### src/rtl/regfile_pkg.sv
// Shared types and write-port arbitration for the multi-port register file.
// Used by regfile_mp_sb and regfile_scoreboard.
package regfile_pkg;

    localparam int XLEN_D  = 32;
    localparam int NREGS_D = 32;
    localparam int AW_D    = $clog2(NREGS_D);
    localparam int MAXWR   = 16;

    typedef logic [AW_D-1:0]   reg_addr_t;
    typedef logic [XLEN_D-1:0] reg_data_t;

    // Highest-index set bit of the per-port hit vector wins; -1 means no hit.
    function automatic int win_port(input logic [MAXWR-1:0] hit);
        int w;
        w = -1;
        for (int i = 0; i < MAXWR; i++) begin
            if (hit[i]) w = i;
        end
        return w;
    endfunction

endpackage

### src/rtl/regfile_scoreboard.sv
// Per-register busy flags: issue sets, flush clears all, writeback clears.
// Issue beats flush, which beats writeback; register 0 is never busy.
import regfile_pkg::*;

module regfile_scoreboard #(
    parameter int NREGS = NREGS_D,
    parameter int NRD   = 2,
    parameter int NWR   = 2,
    parameter int AW    = $clog2(NREGS)
) (
    input  logic              clk,
    input  logic              reset,
    input  logic [NWR-1:0]    wr_en,
    input  logic [NWR*AW-1:0] wr_addr,
    input  logic              iss_en,
    input  logic [AW-1:0]     iss_addr,
    input  logic              flush,
    input  logic [NRD*AW-1:0] rd_addr,
    output logic [NREGS-1:0]  busy_vec,
    output logic [NRD-1:0]    rd_busy
);

    logic [NREGS-1:0] busy;
    logic [NREGS-1:0] nxt;
    logic             clr;

    always_comb begin
        nxt = busy;
        clr = 1'b0;
        for (int r = 0; r < NREGS; r++) begin
            clr = 1'b0;
            for (int p = 0; p < NWR; p++) begin
                if (wr_en[p] && wr_addr[p*AW +: AW] == AW'(r)) clr = 1'b1;
            end
            if (iss_en && iss_addr == AW'(r)) nxt[r] = 1'b1;
            else if (flush)                   nxt[r] = 1'b0;
            else if (clr)                     nxt[r] = 1'b0;
        end
        nxt[0] = 1'b0;
    end

    always_ff @(posedge clk) begin
        if (!reset) busy <= '0;
        else        busy <= nxt;
    end

    assign busy_vec = busy;

    always_comb begin
        rd_busy = '0;
        for (int p = 0; p < NRD; p++) begin
            rd_busy[p] = busy[rd_addr[p*AW +: AW]];
        end
    end

endmodule

### src/rtl/regfile_mp_sb.sv
// Multi-port integer register file with RAW busy scoreboard; x0 reads zero.
// Define REGFILE_BYPASS_EN for same-cycle write-to-read forwarding.
import regfile_pkg::*;

module regfile_mp_sb #(
    parameter int XLEN  = XLEN_D,
    parameter int NREGS = NREGS_D,
    parameter int NRD   = 2,
    parameter int NWR   = 2,
    parameter int AW    = $clog2(NREGS)
) (
    input  logic                clk,
    input  logic                reset,
    input  logic [NRD*AW-1:0]   rd_addr,
    output logic [NRD*XLEN-1:0] rd_data,
    output logic [NRD-1:0]      rd_busy,
    input  logic [NWR-1:0]      wr_en,
    input  logic [NWR*AW-1:0]   wr_addr,
    input  logic [NWR*XLEN-1:0] wr_data,
    input  logic                iss_en,
    input  logic [AW-1:0]       iss_addr,
    input  logic                flush,
    output logic [NREGS-1:0]    busy_vec
);

    logic [XLEN-1:0]  regs [NREGS];
    logic [XLEN-1:0]  wval [NREGS];
    logic [NREGS-1:0] wsel;
    logic [MAXWR-1:0] whit;
    int               wwin;

    always_comb begin
        whit = '0;
        wwin = -1;
        for (int r = 0; r < NREGS; r++) begin
            whit = '0;
            for (int p = 0; p < NWR; p++) begin
                whit[p] = wr_en[p] && (wr_addr[p*AW +: AW] == AW'(r));
            end
            wwin    = win_port(whit);
            wsel[r] = (r != 0) && (wwin >= 0);
            wval[r] = '0;
            for (int p = 0; p < NWR; p++) begin
                if (p == wwin) wval[r] = wr_data[p*XLEN +: XLEN];
            end
        end
    end

    always_ff @(posedge clk) begin
        if (!reset) begin
            for (int r = 0; r < NREGS; r++) regs[r] <= '0;
        end else begin
            for (int r = 0; r < NREGS; r++) begin
                if (wsel[r]) regs[r] <= wval[r];
            end
        end
    end

    logic [NRD-1:0] sb_busy;

    regfile_scoreboard #(
        .NREGS(NREGS),
        .NRD  (NRD),
        .NWR  (NWR),
        .AW   (AW)
    ) u_sb (
        .clk     (clk),
        .reset   (reset),
        .wr_en   (wr_en),
        .wr_addr (wr_addr),
        .iss_en  (iss_en),
        .iss_addr(iss_addr),
        .flush   (flush),
        .rd_addr (rd_addr),
        .busy_vec(busy_vec),
        .rd_busy (sb_busy)
    );

`ifdef REGFILE_BYPASS_EN
    logic [NRD-1:0]   byp;
    logic [MAXWR-1:0] rhit;
    int               rwin;
    logic [AW-1:0]    ra;

    always_comb begin
        rd_data = '0;
        byp     = '0;
        rhit    = '0;
        rwin    = -1;
        ra      = '0;
        for (int p = 0; p < NRD; p++) begin
            ra = rd_addr[p*AW +: AW];
            if (ra != '0) rd_data[p*XLEN +: XLEN] = regs[ra];
            rhit = '0;
            for (int q = 0; q < NWR; q++) begin
                rhit[q] = wr_en[q] && (wr_addr[q*AW +: AW] == ra);
            end
            rwin = win_port(rhit);
            if (ra != '0 && rwin >= 0) begin
                byp[p] = 1'b1;
                for (int q = 0; q < NWR; q++) begin
                    if (q == rwin) rd_data[p*XLEN +: XLEN] = wr_data[q*XLEN +: XLEN];
                end
            end
        end
    end

    assign rd_busy = sb_busy & ~byp;
`else
    logic [AW-1:0] ra;

    always_comb begin
        rd_data = '0;
        ra      = '0;
        for (int p = 0; p < NRD; p++) begin
            ra = rd_addr[p*AW +: AW];
            if (ra != '0) rd_data[p*XLEN +: XLEN] = regs[ra];
        end
    end

    assign rd_busy = sb_busy;
`endif

endmodule

### config.mk
export PLATFORM = sky130hd
export DESIGN_NAME = regfile_mp_sb
export DESIGN_NICKNAME = d
export VERILOG_FILES = /design/src/rtl/regfile_pkg.sv /design/src/rtl/regfile_scoreboard.sv /design/src/rtl/regfile_mp_sb.sv
export SDC_FILE = /design/constraint.sdc
export NUM_CORES = 2
export LEC_CHECK = 0
export BUFFER_PORTS_ARGS = -buffer_cell sky130_fd_sc_hd__buf_2
export CAP_MARGIN = 20
export CORE_MARGIN = 1
export CORE_UTILIZATION = 50
export DETAILED_ROUTE_END_ITERATION = 8
export PLACE_DENSITY = 0.66
export SETUP_SLACK_MARGIN = 0.05
export SLEW_MARGIN = 25
export SYNTH_ARGS = -nofsm -noshare
export SYNTH_HDL_FRONTEND = slang
export SYNTH_HIERARCHICAL = 1
export SYNTH_SLANG_ARGS = --single-unit
### constraint.sdc
create_clock -name clk -period 8 [get_ports clk]
set_input_delay 2 -clock clk [delete_from_list [all_inputs] [get_ports clk]]
set_output_delay 2 -clock clk [all_outputs]
set_load 0.03 [all_outputs]
==> qor.csv <==
stage;metric;value;unit
sta;period utilization;0.888;
critical_path;crit path DAT;5.10;ns
critical_path;critical path startpoint;rd_addr[5];
drt;initial DRC count;10800;
drt;drt via density;7.90;
floorplan;die height;359;um
global_routing;All-Layer GR Usage;0.417;
synth;post-synthesis cell area;63800;sq um
critical_path;element type at the critical path end;output pin;
synth;Post-Synthesis Cells;5332;
global_routing;vias in the first global route;51900;
cts;CTS tree;yes;
floorplan;I/O Pins;193;
critical_path;worst-path cell chain;buf_8, nor2b_4, buf_4, a221oi_1, nor3_1, o31a_1, buf_2;
synth;Top FF cell, synth;edfxtp_1;
cts;Sink Count;1023;
synth;Synth Net Count;5427;
pwr;Power Internal;10.3;mW
sta;Worst-Margin Slew;1.21;ns
pwr;switching share of power;0.279;
critical_path;R2R Setup Slk;6.88;ns
cts;Post-CTS Hold Fix Bufs;0;
critical_path;CP Launch Type;input pin;
place;area post-placement;66900;sq um
drt;Vias;54200;
floorplan;Initial Util;0.506;
critical_path;CP peak stage delay;0.97;ns
synth;Avg Inst Size Synth;12.0;sq um
drt;Post-Route WL;275000;um
cts;worst skew pair latency;0.72;ns
floorplan;core area;126000;sq um
sta;minimum hold slack;0.581;ns
sta;final worst slack;0.897;ns
critical_path;crit path max fanout;57;
cts;CTS Buffer Depth;3;
cts;Post-CTS Setup Inserts;0;
sta;total negative slack;0;ns
pwr;Sw Pwr;3.96;mW
global_routing;pin count of the biggest net entering global routing;225;
drt;post-route ant nets;0;
final_layout;fill cell count;10300;
global_routing;first-pass GRT wire length;385000;um
synth;FFs w/ async S/R, synth;0;
place;port bufs;191;
critical_path;R2R Path End;u_sb/busy_vec[25];
run_status;status;complete, no violations;
final_layout;Final Cell Area;70900;sq um
place;pre-CTS setup slack;1.19;ns
critical_path;worst setup path end;rd_data[61];
floorplan;# rows;130;
cts;CTS H-tree depth;3;
cts;cts repair resizes;0;
sta;fmax;0.141;GHz
sta;Final Setup Violations;0;
pwr;VDD IR max;0.189;mV
sta;min Tclk post-route;7.10;ns
sta;Final Hold Vio Count;0;
synth;Yosys top cell area share;0.467;
global_routing;GR Overflow Total;0;
synth;synth top area cells;edfxtp_1 (47%), mux4_2 (14%), a22oi_1 (13%);
pwr;clock network fraction of design power;0.397;
run;max-cap violation count;0;
critical_path;Crit Path Category;input pin to output pin;
cts;clock root buffer;clkbuf_16;
critical_path;Critical Path Slowest Stage Cell;nor2b_4;
cts;Num CTS Buffers;112;
drt;first drt pass iteration count;7;
floorplan;Die W;359;um
critical_path;reg2reg path depth;4;
sta;number of slew-limit violations in the final report;0;
global_routing;antenna violations before repair;28;
place;gpl congestion;0.993;
sta;RSZ-0062 raised after global routing;false;
cts;Worst-path clk slew;0.05;ns
pwr;logic gate share of total power;0.155;
synth;Synth Warn #;6;
synth;Distinct cells, synth;54;
floorplan;die area;129000;sq um
pwr;Flop pwr share;0.448;
pwr;Leak;20.9;nW
synth;number of synthesized flops with an enable pin;992;
final_layout;share of layout cells above drive strength 1;0.231;
final_layout;Layout Cells excl Fill;6858;
pwr;PwrDens;201;nW/um^2
final_layout;final core utilization;0.562;
final_layout;final net count;5199;
synth;number of synthesized register bits;1023;
sta;Rel. slew slack;0.196;
critical_path;FF-to-FF Start;u_sb/busy_vec[25];
worst_hold_path;Hold Crit Class;flop to flop;
final_layout;Area Growth Syn to Fin;11.1;%
critical_path;Worst EP required;6.00;ns
pwr;Tot Pwr;14.2;mW
place;Inst Count DP;6635;
drt;DRC viols;0;
synth;sequential fraction of the synthesis area;0.477;
drt;DR WL/cell;40.2;um
sta;clock skew;0;ns
synth;Yosys top cell by area;edfxtp_1;
place;Post-DP HPWL;161000;um
[routing by layer]
metal | wire [um] | GRT usage | up-vias
li1 | - | - | 20600
met1 | 90900 | 0.523 | 26500
met2 | 114000 | 0.587 | 5701
met3 | 47200 | 0.163 | 1343
met4 | 22900 | 0.295 | 34
met5 | 199 | 0 | -
[Yosys cell counts (4+ instances only)]
| cell | instances |
|---|---|
| o31a_1 | 38 |
| buf_4 | 8 |
| nor4b_1 | 4 |
| o32ai_1 | 22 |
| a21oi_1 | 24 |
| nor2b_1 | 532 |
| nand4b_1 | 9 |
| nand4bb_1 | 12 |
| a22oi_1 | 1082 |
| mux2i_1 | 229 |
| or4b_1 | 4 |
| nand3_1 | 31 |
| a221oi_1 | 72 |
| nor3_1 | 47 |
| nand2_1 | 52 |
| buf_1 | 30 |
| o21ai_1 | 17 |
| a211oi_1 | 32 |
| a31oi_1 | 4 |
| o22ai_1 | 9 |
| o211ai_1 | 5 |
| nor2_1 | 659 |
| and2_1 | 15 |
| buf_2 | 90 |
| inv_1 | 22 |
| a211o_1 | 9 |
| and3_1 | 7 |
| mux2_2 | 100 |
| dfxtp_1 | 31 |
| nand2b_1 | 28 |
| o21a_1 | 7 |
| mux4_2 | 407 |
| edfxtp_1 | 992 |
| clkbuf_1 | 599 |
| a221o_1 | 14 |
| and4b_1 | 10 |
| nand4_1 | 23 |
| a21boi_1 | 6 |
| o221ai_1 | 21 |
[registers in the layout (all words and copies together) (netlist names)]
name	count
regs	992
u_sb/busy_vec	31
[worst max-delay path, delay by kind of cell]
family                 cells  cell delay, ns
AOI/OAI and AO/OA          2            0.66
buffers and inverters      3            0.95
and+or+nand+nor            2            1.40
[worst min-delay path by stage]
| stage | startpoint | endpoint | slack (ns) | depth (start not counted) |
|---|---|---|---|---|
| 2_1_floorplan | u_sb/busy_vec[29] | u_sb/busy_vec[29] | 0.64 | 2 |
| 3_3_place_gp | u_sb/busy_vec[30] | u_sb/busy_vec[30] | 0.57 | 2 |
| 3_5_place_dp | u_sb/busy_vec[30] | u_sb/busy_vec[30] | 0.57 | 2 |
| 4_1_cts | u_sb/busy_vec[30] | u_sb/busy_vec[30] | 0.58 | 2 |
| 5_1_grt | u_sb/busy_vec[30] | u_sb/busy_vec[30] | 0.63 | 2 |
| 6_report | u_sb/busy_vec[30] | u_sb/busy_vec[30] | 0.58 | 2 |
[area by class of cell]
cell class | count | area, sq um | share of cell area
Multi-Input combinational cell | 3556 | 31600 | 0.446
Sequential cell | 1023 | 30400 | 0.429
Clock buffer | 132 | 2970 | 0.0419
Timing Repair Buffer | 387 | 2790 | 0.0394
Tap cell | 1650 | 2060 | 0.0291
Clock inverter | 82 | 962 | 0.0136
Inverter | 24 | 90.1 | 0.00127
Antenna cell | 4 | 10.0 | 0.000141
[placed cells by master, fill, tap and decap left out, types with 47 or more instances in the layout]
cell type     n
a22oi_1    1082
edfxtp_1    992
nor2_1      624
nor2b_1     525
mux4_2      407
mux2i_1     229
buf_2       183
buf_4       171
clkbuf_16   114
mux2_2      100
a221oi_1     72
nor3_1       47
[power by group through the flow]
stage / combinational, mW / clock (mW) / sequential (mW)
floorplan: 1.33 / 0 / 6.40
finish: 2.20 / 5.64 / 6.37
CTS: 2.11 / 5.61 / 6.36
global route: 2.22 / 5.82 / 6.39
global placement: 2.08 / 0 / 6.45
detailed placement: 2.10 / 0 / 6.47
[logic make-up after synthesis]
group / after synthesis / share of synthesized area
AOI/OAI and AO/OA: 1371 / 0.164
buffers and inverters: 753 / 0.0468
DFF: 1023 / 0.477
muxes: 736 / 0.197
other: 1 / 0.0000588
and+or+nand+nor: 1448 / 0.115
Power figures use the tool's default switching activity.
